[src/rtl/seg_scan_ctrl.sv]
// rtl/seg_scan_ctrl.sv - time-multiplexed 7-segment scan controller with guard interval and double buffer
module seg_scan_ctrl #(
  parameter int DIGITS = 8,
  parameter int DIV    = 100000,
  parameter int GUARD  = 1000
) (
  input  logic                  clk,
  input  logic                  rst_n,
  input  logic [4*DIGITS-1:0]   data,
  input  logic [DIGITS-1:0]     digit_en,
  input  logic [DIGITS-1:0]     dp,
  input  logic                  load,
  output logic [3:0]            code,
  output logic [DIGITS-1:0]     an,
  output logic                  dp_n,
  output logic                  frame_done
);

  localparam int CW = (DIV > 1) ? $clog2(DIV) : 1;
  localparam int IW = (DIGITS > 1) ? $clog2(DIGITS) : 1;
  localparam logic [CW-1:0] CNT_LAST  = CW'(DIV - 1);
  localparam logic [CW-1:0] CNT_GUARD = CW'(GUARD);
  localparam logic [IW-1:0] IDX_LAST  = IW'(DIGITS - 1);

  logic [CW-1:0]          cnt_q, cnt_d;
  logic [IW-1:0]          idx_q, idx_d;
  logic [4*DIGITS-1:0]    act_data_q, act_data_d, pnd_data_q, pnd_data_d;
  logic [DIGITS-1:0]      act_en_q, act_en_d, pnd_en_q, pnd_en_d;
  logic [DIGITS-1:0]      act_dp_q, act_dp_d, pnd_dp_q, pnd_dp_d;
  logic                   pend_q, pend_d;
  logic [DIGITS-1:0]      an_q, an_d;
  logic [3:0]             code_q, code_d;
  logic                   dp_n_q, dp_n_d;
  logic                   fd_q, fd_d;
  logic                   frame_end;

  assign frame_end = (idx_q == IDX_LAST) && (cnt_q == CNT_LAST);

  // Slot counter and digit index advance; both wrap at the end of the frame.
  always_comb begin
    cnt_d = cnt_q + CW'(1);
    idx_d = idx_q;
    if (cnt_q == CNT_LAST) begin
      cnt_d = '0;
      idx_d = (idx_q == IDX_LAST) ? '0 : idx_q + IW'(1);
    end
  end

  // Double buffer: loads park in pending; active only changes on the frame boundary edge.
  always_comb begin
    act_data_d = act_data_q;
    act_en_d   = act_en_q;
    act_dp_d   = act_dp_q;
    pnd_data_d = pnd_data_q;
    pnd_en_d   = pnd_en_q;
    pnd_dp_d   = pnd_dp_q;
    pend_d     = pend_q;
    if (frame_end) begin
      if (load) begin
        act_data_d = data;
        act_en_d   = digit_en;
        act_dp_d   = dp;
      end else if (pend_q) begin
        act_data_d = pnd_data_q;
        act_en_d   = pnd_en_q;
        act_dp_d   = pnd_dp_q;
      end
      pend_d = 1'b0;
    end else if (load) begin
      pnd_data_d = data;
      pnd_en_d   = digit_en;
      pnd_dp_d   = dp;
      pend_d     = 1'b1;
    end
  end

  // Outputs are computed from next-state so the registers show the current slot's view.
  always_comb begin
    an_d   = '1;
    code_d = 4'hF;
    dp_n_d = 1'b1;
    if ((cnt_d >= CNT_GUARD) && act_en_d[idx_d]) begin
      an_d   = ~(DIGITS'(1) << idx_d);
      code_d = act_data_d[{idx_d, 2'b00} +: 4];
      dp_n_d = ~act_dp_d[idx_d];
    end
    fd_d = (idx_d == IDX_LAST) && (cnt_d == CNT_LAST);
  end

  // State and output registers; reset clears everything, pending data included.
  always_ff @(posedge clk or negedge rst_n) begin
    if (!rst_n) begin
      cnt_q      <= '0;
      idx_q      <= '0;
      act_data_q <= '0;
      act_en_q   <= '0;
      act_dp_q   <= '0;
      pnd_data_q <= '0;
      pnd_en_q   <= '0;
      pnd_dp_q   <= '0;
      pend_q     <= 1'b0;
      an_q       <= '1;
      code_q     <= 4'hF;
      dp_n_q     <= 1'b1;
      fd_q       <= 1'b0;
    end else begin
      cnt_q      <= cnt_d;
      idx_q      <= idx_d;
      act_data_q <= act_data_d;
      act_en_q   <= act_en_d;
      act_dp_q   <= act_dp_d;
      pnd_data_q <= pnd_data_d;
      pnd_en_q   <= pnd_en_d;
      pnd_dp_q   <= pnd_dp_d;
      pend_q     <= pend_d;
      an_q       <= an_d;
      code_q     <= code_d;
      dp_n_q     <= dp_n_d;
      fd_q       <= fd_d;
    end
  end

  assign an         = an_q;
  assign code       = code_q;
  assign dp_n       = dp_n_q;
  assign frame_done = fd_q;

endmodule

[config.mk]
export PLATFORM = sky130hd
export DESIGN_NAME = seg_scan_ctrl
export DESIGN_NICKNAME = d
export VERILOG_FILES = /design/src/rtl/seg_scan_ctrl.sv
export SDC_FILE = /design/constraint.sdc
export NUM_CORES = 1
export LEC_CHECK = 0
export ABC_CLOCK_PERIOD_IN_PS = 5860
export CAP_MARGIN = 20
export CORE_MARGIN = 4
export CORE_UTILIZATION = 62
export CTS_CLUSTER_DIAMETER = 100
export DETAILED_ROUTE_END_ITERATION = 16
export PLACE_DENSITY = 0.86
export SLEW_MARGIN = 20
export SYNTH_ARGS = -nofsm -noshare
export SYNTH_HDL_FRONTEND = slang
export SYNTH_SLANG_ARGS = --single-unit
[constraint.sdc]
create_clock -name clk -period 5.86 [get_ports clk]
set_clock_uncertainty 0.2 [all_clocks]
set_input_delay 1.758 -clock clk [delete_from_list [all_inputs] [get_ports clk]]
set_output_delay 1.758 -clock clk [all_outputs]
set_load 0.01 [all_outputs]
==> out/results.txt <==
Fin Setup TNS -> 0 ns
critical path fanouts, max -> 20
top area cells in the synthesized netlist -> dfrtp_1 46%, mux2_2 8.9%, dfstp_2 5.3%, nand2_1 4.5%, a22oi_1 3.6%
GRT Overall Usage -> 29.8%
# rows -> 36
Setup crit end kind -> flip-flop
I/O pin count -> 65
clk buf depth -> 2
Area after DPL -> 0.00710 sq mm
setup bufs post-CTS -> 0
Die Y -> 110 microns
hold_buf cts -> 0
max cap viols -> 0
global-route wire length before repair -> 27.5 mm
Syn Area/Cell -> 10.9 sq um
via total after detailed routing -> 5240
die width -> 110 microns
WP data arrival -> 4.60 ns
CP Class -> in2reg
non-filler cells, final -> 784
WL/cell -> 21.4 microns
vias in the first global route -> 5497
share of layout cells above drive strength 1 -> 17.7%
Core Region -> 0.00995 sq mm
min Tclk post-route -> 4.38 ns
Root Driver -> clkbuf_8
initial antenna violation count -> 0
fillcell total -> 616
Synth warnings -> 0
register area share after synthesis -> 51.2%
EDFF count, synth -> 0
Power Internal -> 1.63 mW
combinational share of power -> 5.9%
max-slew violation count -> 0
most frequent cells after synthesis -> 118 x dfrtp_1, 78 x nand2_1, 51 x mux2_2
Core Util, Final -> 77.2%
Die ar. -> 0.0121 sq mm
NetSw -> 0.517 mW
CP required -> 6.09 ns
Sw Ratio -> 24.1%
gpl congestion -> 0.946
drt total wl -> 16.8 mm
Routed Antenna Nets -> 0
post-synth top area share -> 45.9%
status -> finished, final reports clean
Clk Latency, worst-skew pair -> 0.53 ns
sequential share of power -> 44.8%
crit start category -> input port
count leader, synth -> dfrtp_1
gr ovfl total -> 0
Synth cell types -> 58
starting density of the core -> 64.6%
Syn Inst Count -> 592
Slew @ Worst Pin -> 0.974 ns
Clk pwr share -> 49.3%
post-synth top area cell -> dfrtp_1
static leakage -> 3.45 nW
total CTS buffers -> 17
VDD IR max -> 316 uV
detail-routed via count per cell -> 6.68
drt first pass iters -> 8
drt first-iter violations -> 482
Nets -> 692
clock slew at reported path FFs -> 0.06 ns
number of setup violations in the final report -> 0
# DRC -> 0
PostCTS Resize Cnt -> 0
Placed Instances -> 752
CTS tree -> done
largest net degree at the start of global routing -> 69
Most used DFF post-synth -> dfrtp_1
port bufs -> 64
hold slack -> 0.309 ns
synthesis-to-layout area growth -> 19.4%
crit share post-route -> 74.7%
Max-slew headroom -> 34.7%
hpwl dp -> 10.4 mm
post-route cell area -> 0.00768 sq mm
RSZ-0062 raised after global routing -> no
synthesized area -> 0.00643 sq mm
fmax -> 228 MHz
PwrDens -> 279 mW/mm^2
Final Hold Fails -> 0
clk sink count -> 131
Hold WC Path Type -> reg2reg
Yosys reg bits -> 131
number of H-tree levels -> 4
syn_nets -> 646
antenna cells -> 0
FFs w/ async S/R, synth -> 100%
## final cells by class
type | instances | area (sq um) | share of cell area (%)
clock buffer | 18 | 418 | 5.44
clock inverter | 14 | 165 | 2.15
inverter | 9 | 33.8 | 0.440
multi-input combinational | 408 | 2900 | 37.8
sequential | 131 | 3290 | 42.9
tap | 133 | 166 | 2.17
timing repair buffer | 71 | 703 | 9.15
## layer usage
layer  track usage (%)  routed length (microns)  vias up  share of wire (%)
met1              38.4                     6770     2627                 40
met3              5.81                     1310       51                7.8
li1                  -                        -     2297                  -
met5                 0                        0        -                  0
met4              12.1                      437        0                2.6
met2              49.4                     8290      265                 49
## cells by family after synthesis
| kind of cell | share of synthesized area, % |
|---|---|
| and+or+nand+nor | 13.9 |
| AOI/OAI and AO/OA | 18.2 |
| DFF | 51.2 |
| xor gates and xnor gates | 1.77 |
| muxes | 10.5 |
| adders and majority gates | 0.583 |
| buffers and inverters | 3.83 |
## power by group through the flow
stage | Clock [mW] | Combinational, mW | Sequential (mW)
6_report | 1.06 | 0.126 | 0.961
5_1_grt | 1.10 | 0.137 | 0.964
3_3_place_gp | 0 | 0.119 | 0.974
2_1_floorplan | 0 | 0.0551 | 0.969
3_5_place_dp | 0 | 0.125 | 0.976
4_1_cts | 1.06 | 0.126 | 0.960
## path summary, 6_finish.rpt
path | from | endpoint | slack, ns | depth (start not counted)
worst max register to register | cnt_q[0] | code[1] | 2.02 | 10
worst max-delay path | load | an[4] | 1.48 | 9
max in group asynchronous | rst_n | dp_n | 3.29 | 2
min in group asynchronous | rst_n | cnt_q[8] | 1.13 | 1
worst min-delay path | pnd_data_q[24] | pnd_data_q[24] | 0.31 | 1
worst min register to register | pnd_data_q[24] | pnd_data_q[24] | 0.31 | 1
## through the flow
| step | worst slack (ns) | total power, mW |
|---|---|---|
| finish | 1.48 | 2.14 |
| global route | 1.24 | 2.20 |
| CTS | 1.51 | 2.15 |
| detailed placement | 1.11 | 1.10 |
| global placement | 1.24 | 1.09 |
| floorplan | 1.98 | 1.02 |
## placed cells by master (no fill, tap or decap), types with 6 or more instances in the layout
cell / netlist / routed
dfrtp_1: 118 / 118
nand2_1: 78 / 77
clkdlybuf4s50_1: 0 / 63
mux2_2: 51 / 51
a22oi_1: 31 / 31
nand3_1: 21 / 21
o31ai_1: 20 / 20
a21boi_0: 19 / 19
a211o_1: 19 / 19
a32oi_1: 18 / 18
o21ai_0: 17 / 17
nor2_1: 17 / 16
clkbuf_16: 0 / 16
dfstp_2: 13 / 13
xnor2_1: 9 / 9
inv_1: 8 / 8
and2_1: 7 / 7
and3_1: 7 / 7
mux2i_1: 7 / 7
nand4_1: 7 / 7
buf_4: 2 / 7
a31oi_1: 6 / 6
## sequential cells by signal, indices dropped and copies added (netlist names), 3 cells and up
signal	count
act_data_q	32
cnt_q	17
pnd_dp_q	8
pnd_en_q	8
pnd_data_q	32
idx_q	3
an	8
code	4
act_en_q	8
act_dp_q	8
## critical path, stage by stage
cell             delay [ns]
clkdlybuf4s50_1        0.63
nor2b_2                0.82
nand2_1                0.17
o31ai_1                0.33
a211o_1                0.18
nor2_1                 0.04
o21ai_0                0.16
and4bb_4               0.38
nand3_1                0.12
Note: power is estimated with default switching activity, not from simulation.
